$ cat src/rtl/alu_reg_sequencer_if.sv
// rtl/alu_reg_sequencer_if.sv - command, register-bank and response signals of the ALU sequencer
interface alu_reg_sequencer_if #(
    parameter int WIDTH = 8,
    parameter int OP_W  = 3
);
    logic             cmd_valid;
    logic             cmd_ready;
    logic [OP_W-1:0]  cmd_op;
    logic [WIDTH-1:0] cmd_a;
    logic [WIDTH-1:0] cmd_b;
    logic [WIDTH-1:0] bus_data;
    logic             en_a;
    logic             en_b;
    logic             en_r;
    logic [OP_W-1:0]  alu_op;
    logic [WIDTH-1:0] res_q;
    logic             rsp_valid;
    logic             rsp_ready;
    logic [WIDTH-1:0] rsp_data;
    logic             busy;

    // Sequencer side: accepts commands, drives the register bank, returns results
    modport slave (
        input  cmd_valid, cmd_op, cmd_a, cmd_b, res_q, rsp_ready,
        output cmd_ready, bus_data, en_a, en_b, en_r, alu_op, rsp_valid, rsp_data, busy
    );

    // Environment side: issues commands, owns the register bank, consumes results
    modport master (
        output cmd_valid, cmd_op, cmd_a, cmd_b, res_q, rsp_ready,
        input  cmd_ready, bus_data, en_a, en_b, en_r, alu_op, rsp_valid, rsp_data, busy
    );
endinterface

$ cat src/rtl/alu_reg_sequencer.sv
// rtl/alu_reg_sequencer.sv - sequences one ALU operation over a shared-bus operand/result register bank
module alu_reg_sequencer #(
    parameter int WIDTH       = 8,
    parameter int OP_W        = 3,
    parameter int EXEC_CYCLES = 1
) (
    input  logic                 clk,
    input  logic                 rst,
    alu_reg_sequencer_if.slave   sif
);
    // Zero settle cycles still needs one EXEC cycle so CAPTURE sees a stable ALU output
    localparam int E_EFF   = (EXEC_CYCLES < 1) ? 1 : EXEC_CYCLES;
    localparam int CNT_RAW = $clog2(EXEC_CYCLES + 1);
    localparam int CNT_W   = (CNT_RAW < 1) ? 1 : CNT_RAW;
    localparam logic [CNT_W-1:0] CNT_LOAD = CNT_W'(E_EFF - 1);

    typedef enum logic [2:0] {
        IDLE    = 3'd0,
        LOAD_A  = 3'd1,
        LOAD_B  = 3'd2,
        EXEC    = 3'd3,
        CAPTURE = 3'd4,
        RESP    = 3'd5
    } state_t;

    state_t           state;
    state_t           state_next;
    logic [CNT_W-1:0] count;
    logic [OP_W-1:0]  op_q;
    logic [WIDTH-1:0] a_q;
    logic [WIDTH-1:0] b_q;
    logic             accept;

    assign accept = (state == IDLE) && sif.cmd_valid;

    // State register; async reset discards any in-flight command
    always_ff @(posedge clk or posedge rst) begin
        if (rst) begin
            state <= IDLE;
        end else begin
            state <= state_next;
        end
    end

    // Latch the command on accept so later input changes have no effect
    always_ff @(posedge clk or posedge rst) begin
        if (rst) begin
            op_q <= '0;
            a_q  <= '0;
            b_q  <= '0;
        end else if (accept) begin
            op_q <= sif.cmd_op;
            a_q  <= sif.cmd_a;
            b_q  <= sif.cmd_b;
        end
    end

    // Settle counter: loaded on the way into EXEC, counts down to zero and holds there
    always_ff @(posedge clk or posedge rst) begin
        if (rst) begin
            count <= '0;
        end else if (state == LOAD_B) begin
            count <= CNT_LOAD;
        end else if ((state == EXEC) && (count != '0)) begin
            count <= count - 1'b1;
        end
    end

    // Next-state and state-decoded outputs; at most one register enable per state
    always_comb begin
        state_next    = state;
        sif.cmd_ready = 1'b0;
        sif.bus_data  = '0;
        sif.en_a      = 1'b0;
        sif.en_b      = 1'b0;
        sif.en_r      = 1'b0;
        sif.alu_op    = op_q;
        sif.rsp_valid = 1'b0;
        sif.rsp_data  = '0;
        sif.busy      = 1'b1;
        case (state)
            IDLE: begin
                sif.cmd_ready = 1'b1;
                sif.busy      = 1'b0;
                sif.alu_op    = '0;
                if (sif.cmd_valid) begin
                    state_next = LOAD_A;
                end
            end
            LOAD_A: begin
                sif.bus_data = a_q;
                sif.en_a     = 1'b1;
                state_next   = LOAD_B;
            end
            LOAD_B: begin
                sif.bus_data = b_q;
                sif.en_b     = 1'b1;
                state_next   = EXEC;
            end
            EXEC: begin
                if (count == '0) begin
                    state_next = CAPTURE;
                end
            end
            CAPTURE: begin
                sif.en_r   = 1'b1;
                state_next = RESP;
            end
            RESP: begin
                sif.rsp_valid = 1'b1;
                sif.rsp_data  = sif.res_q;
                if (sif.rsp_ready) begin
                    state_next = IDLE;
                end
            end
            default: begin
                state_next = IDLE;
            end
        endcase
    end
endmodule

$ cat src/flat_wrapper.sv
// flat-port wrapper written by rule: the top's interface ports become plain ports
module alu_reg_sequencer_flat 
#(
    parameter int WIDTH       = 8,
    parameter int OP_W        = 3,
    parameter int EXEC_CYCLES = 1
)
  (clk, rst, sif_cmd_valid, sif_cmd_op, sif_cmd_a, sif_cmd_b, sif_res_q, sif_rsp_ready, sif_cmd_ready, sif_bus_data, sif_en_a, sif_en_b, sif_en_r, sif_alu_op, sif_rsp_valid, sif_rsp_data, sif_busy);
  alu_reg_sequencer_if #(.WIDTH(WIDTH), .OP_W(OP_W)) sif_i ();
  input  logic clk;
  input  logic rst;
  input wire logic [$bits(sif_i.cmd_valid)-1:0] sif_cmd_valid;
  input wire logic [$bits(sif_i.cmd_op)-1:0] sif_cmd_op;
  input wire logic [$bits(sif_i.cmd_a)-1:0] sif_cmd_a;
  input wire logic [$bits(sif_i.cmd_b)-1:0] sif_cmd_b;
  input wire logic [$bits(sif_i.res_q)-1:0] sif_res_q;
  input wire logic [$bits(sif_i.rsp_ready)-1:0] sif_rsp_ready;
  output wire logic [$bits(sif_i.cmd_ready)-1:0] sif_cmd_ready;
  output wire logic [$bits(sif_i.bus_data)-1:0] sif_bus_data;
  output wire logic [$bits(sif_i.en_a)-1:0] sif_en_a;
  output wire logic [$bits(sif_i.en_b)-1:0] sif_en_b;
  output wire logic [$bits(sif_i.en_r)-1:0] sif_en_r;
  output wire logic [$bits(sif_i.alu_op)-1:0] sif_alu_op;
  output wire logic [$bits(sif_i.rsp_valid)-1:0] sif_rsp_valid;
  output wire logic [$bits(sif_i.rsp_data)-1:0] sif_rsp_data;
  output wire logic [$bits(sif_i.busy)-1:0] sif_busy;
  assign sif_i.cmd_valid = sif_cmd_valid;
  assign sif_i.cmd_op = sif_cmd_op;
  assign sif_i.cmd_a = sif_cmd_a;
  assign sif_i.cmd_b = sif_cmd_b;
  assign sif_i.res_q = sif_res_q;
  assign sif_i.rsp_ready = sif_rsp_ready;
  assign sif_cmd_ready = sif_i.cmd_ready;
  assign sif_bus_data = sif_i.bus_data;
  assign sif_en_a = sif_i.en_a;
  assign sif_en_b = sif_i.en_b;
  assign sif_en_r = sif_i.en_r;
  assign sif_alu_op = sif_i.alu_op;
  assign sif_rsp_valid = sif_i.rsp_valid;
  assign sif_rsp_data = sif_i.rsp_data;
  assign sif_busy = sif_i.busy;
  alu_reg_sequencer #(.WIDTH(WIDTH), .OP_W(OP_W), .EXEC_CYCLES(EXEC_CYCLES)) u_core (.clk(clk), .rst(rst), .sif(sif_i));
endmodule
$ cat config.mk
export PLATFORM = sky130hd
export DESIGN_NAME = alu_reg_sequencer_flat
export DESIGN_NICKNAME = d
export VERILOG_FILES = /design/src/rtl/alu_reg_sequencer_if.sv /design/src/rtl/alu_reg_sequencer.sv /design/src/flat_wrapper.sv
export SDC_FILE = /design/constraint.sdc
export NUM_CORES = 1
export LEC_CHECK = 0
export ABC_AREA = 1
export CELL_PAD_IN_SITES_DETAIL_PLACEMENT = 0
export CELL_PAD_IN_SITES_GLOBAL_PLACEMENT = 1
export CORE_MARGIN = 3
export CORE_UTILIZATION = 28
export CTS_CLUSTER_SIZE = 30
export DETAILED_ROUTE_END_ITERATION = 16
export PLACE_DENSITY_LB_ADDON = 0.1
export SLEW_MARGIN = 20
export SYNTH_ARGS = -nofsm -noshare
export SYNTH_HDL_FRONTEND = slang
export SYNTH_SLANG_ARGS = --single-unit
$ cat constraint.sdc
create_clock -name clk -period 1.3 [get_ports clk]
set_input_delay 0.26 -clock clk [delete_from_list [all_inputs] [get_ports clk]]
set_output_delay 0.26 -clock clk [all_outputs]
set_load 0.01 [all_outputs]
# [Yosys cells after proc, flatten, opt, wreduce, memory -nomap -nowiden]
# Index checks and enable logic that the tools add are counted.
[word_totals] register_bits=23 out_inout_bits=25
[op_classes] mux=15 n_eq_ne=8 add_sub_neg=1 reduce_logical=5
[ops] cell="one-hot mux 3 bit (6 select lines)" count=1
[ops] cell="one-hot mux 8 bit (2 select lines)" count=1
[ops] cell="2-to-1 mux 3 bit" count=4
[ops] cell="2-to-1 mux 1 bit" count=8
[ops] cell="2-to-1 mux 8 bit" count=1
[ops] cell="== test 3 x 2 -> 1 bit (second input constant)" count=2
[ops] cell="== test 3 bit (second input constant)" count=2
[ops] cell="inequality test 2 bit (second input constant)" count=3
[ops] cell="== test 3 x 1 -> 1 bit (second input constant)" count=1
[ops] cell="logical NOT 3 bit" count=1
[ops] cell="AND reduction 3 bit" count=1
[ops] cell="logical AND 1 bit" count=2
[ops] cell="nonzero test 2 bit" count=1
[ops] cell="subtractor 1 bit (second input constant)" count=1

# [Logic depth before layout (Yosys ltp)]
[depth] word_depth=4 depth_mapped=8

# [Least setup slack after synthesis]
# Ideal clock, no wire load.
[synth_path] kind="reg2out" start="register u_core.state[2]" end="output port sif_bus_data[0]" path_stages_with_launch=5 arrival_time_ns=1.055 path_slack_ns=-0.015 path_buffers=1 cell_sequence="dfrtp_1 buf_4 nor3_4 nand2_1 nand2_1"
[synth_via] elab_chain_cells=2 elab_cells_between_ends=3 cone_classes="2 x eq/ne; 1 x mux"
[synth_rtl] element="start, declared" line_no="alu_reg_sequencer.sv:26" text="state_t state;"
[synth_rtl] element="start signal, assigned" line_no="alu_reg_sequencer.sv:41" text="state <= state_next;"
[synth_rtl] element="== test 3 x 2 -> 1 bit or == test 3 x 1 -> 1 bit (tied branches)" line_no="alu_reg_sequencer.sv:81" text="case (state)"
[synth_rtl] element="one-hot mux 8 bit (2 select lines) *" line_no="alu_reg_sequencer.sv:81"
[synth_rtl] element="end, declared" line_no="flat_wrapper.sv:19" text="output wire logic [$bits(sif_i.bus_data)-1:0] sif_bus_data;"
# Mark *: on every way between the ends. The rest lies on a longest branch, timed or not.

# [Worst setup path after layout]
[layout_path] start="register u_core.state[0]" end="output port sif_bus_data[5]"
# Same word-level chain as after synthesis.

==> results.ini <==
[yosys]
synth_area_per_cell_sq_um = 7.42
synth-seq-cells = 23
netlist-cell-type-count = 18
synth_nets = 199
synthTopCellsByCount = nand2_1, dfrtp_1, nand3_1
ys_warn_count = 0
synth_area_sq_um = 1250
synth_most_common_cell = nand2_1
seq_area_frac_synth_pct = 46.2
synthArstFlopShare_pct = 100
yosysTopAreaCellShare_pct = 46.2
ys.flop_type = dfrtp_1
synth_top_area_cell = dfrtp_1
synthTopCellsByArea = dfrtp_1, nand2_1, nand3_1, inv_1, nor2_1
syn_inst = 168
synth_edf_count = 0

[setup_path]
crit_path_start_kind = flop
cp_max_fo = 10
timing_worst_setup_path_type = flop to output port
slowest_delay_ns = 0.46
worstPathArrival_ns = 1.38
crit_family = flip-flops
crit_required_ns = 1.04
cp-end-kind = output port
cpMaxStageDelayCell = dfrtp_2
path_common_cell = nand2_1
cp_cell_sequence = nor2_1, nand2_1, inv_4, nand2_1, nand2_1, buf_2
cp_num_buf_inv = 2

[timing]
post-route-period-util_pct = 126
worst_pin_slew_ns = 0.315
period_minus_slack_ns = 1.64
skew_ns = 0.00491
timing.slew.headroom_pct = 79.0
fin_ws_ns = -0.341
fmax_mhz = 609
slew_violations = 0
rsz0062_at_grt = true
setup_viol = 44
hold_violations = 0

[global_routing]
grt_max_degree = 24
grt_pass1_vias = 1413
grt-ovfl-total = 0
track_usage_pct = 16.8
grt_first_pass_wirelength_um = 6950
antenna_found_initial = 0

[routing]
drt_iter0_markers = 38
drt-pass1-iter-count = 4
drcViolationCount = 0
routed-via-count = 1383
wl_per_cell_um = 13.4
viasPerCell = 4.55
routed_wl_um = 4090
ant_nets = 0

[clock_network]
clock_latency_ns = 0.27
cts_buffers = 3
cts.clk_slew.worst_paths_ns = 0.09
ctsHoldBuffers = 0
cts_tree = built
cts.sinks = 23
cts-root-buf = clkbuf_8
cts_max_path_buffers = 2
h-tree-depth = 1

[flow_run]
max-cap-violations = 0

[floorplanning]
core_sq_um = 4140
initial_core_util_pct = 30.1
dieWidth_um = 72.7
io_pins = 56
placementRows = 23
dieArea_sq_um = 5290
die-height_um = 72.7

[placement]
dp.cells = 283
gp_congestion = 0.764
numPortBuffers = 55
pre_cts_ws_ns = -0.493
dp_hpwl_um = 2620

[finish]
diodes = 0
fin_util_pct = 56.9
syn2layout_area_growth_pct = 89.1
drive_gt1_share_pct = 48.8
fin_nets = 286
fin_cells = 304

[status]
violations = negative setup slack
status = finished with violations

[pwr]
power.total_mw = 5.12
cellPowerDensity_nw_per_um2 = 2170
leakage_nw = 1.20
max-vdd-ir-drop_v = 0.00106

[worst_hold_path]
hold_class = primary input to async pin

worst min-delay path: cells and delay by family:
family	cells	cell delay, ns
buffers and inverters	3	0.74
area by class of cell:
| cell class | instances | area, sq um |
|---|---|---|
| clock buffers | 4 | 45.0 |
| fillers | 388 | 1790 |
| inverters | 20 | 85.1 |
| multi-input cells | 120 | 761 |
| flip-flops and latches | 23 | 578 |
| well taps | 50 | 62.6 |
| repair buffers | 87 | 825 |
layout by cell type (no fill, tap or decap), types with 2 or more instances in the layout:
cell type	n
nand4_1	3
buf_6	22
buf_2	19
nand2_8	5
clkbuf_8	3
nand3_1	13
inv_4	2
dfrtp_1	21
buf_12	4
nand2_4	2
nand2_1	38
dfrtp_2	2
inv_1	14
nor2_1	7
clkdlybuf4s50_1	30
buf_4	10
nor2_2	9
nand2_2	28
nand3_2	10
inv_2	3
cell families after synthesis:
family	count (synthesis)	share of synthesized area (%)
and+or+nand+nor	114	40.8
buffers and inverters	28	11.6
AOI/OAI and AO/OA	3	1.41
DFF	23	46.2
through the flow:
step	hold WS, ns	instance area (sq um)	setup TNS (ns)
after floorplan	0.262	1250	-0.0531
after CTS	0.355	2320	-12.51
final	0.336	2360	-10.91
after detailed placement	0.463	1980	-14.18
after global routing	0.365	2360	-13.77
after global placement	0.456	1980	-12.80
power breakdown:
part	switching, mW	total (mW)	internal [mW]
clock	0.243	0.462	0.219
combinational	1.61	3.31	1.70
sequential	0.312	1.36	1.04
final timing paths:
check                           startpoint  slack, ns         endpoint  cells past startpoint
hold reg to reg             u_core.op_q[1]       0.49   u_core.op_q[1]                      2
setup reg to reg           u_core.state[0]      -0.23    u_core.b_q[2]                     10
max in group asynchronous              rst       0.71  u_core.state[0]                      3
min in group clk            u_core.op_q[1]       0.49   u_core.op_q[1]                      2
setup / recovery           u_core.state[0]      -0.34  sif_bus_data[5]                      6
hold / removal                         rst       0.34    u_core.a_q[0]                      3
per-layer routing:
layer / wire, um / vias to the layer above / GRT usage (%) / share of wire, %
met5: 0 / - / 0 / 0
met4: 24 / 0 / 4.51 / 0.59
met3: 177 / 2 / 2.34 / 4.3
met2: 2190 / 32 / 29.4 / 54
met1: 1700 / 659 / 21.6 / 41
li1: - / 690 / - / -
sequential cells by signal (all words and copies together), names as in the netlist:
register / flops
u_core.state: 3
u_core.a_q: 8
u_core.op_q: 3
u_core.count: 1
u_core.b_q: 8
what timing repair did:
action | in CTS | in global routing
endpoints found under the setup margin | 44 | 46
pin swaps | 12 | 13
setup buffers | 12 | 4
resized for setup | 136 | 53
cloned | 4 | 0
Note: power is estimated with default switching activity, not from simulation.
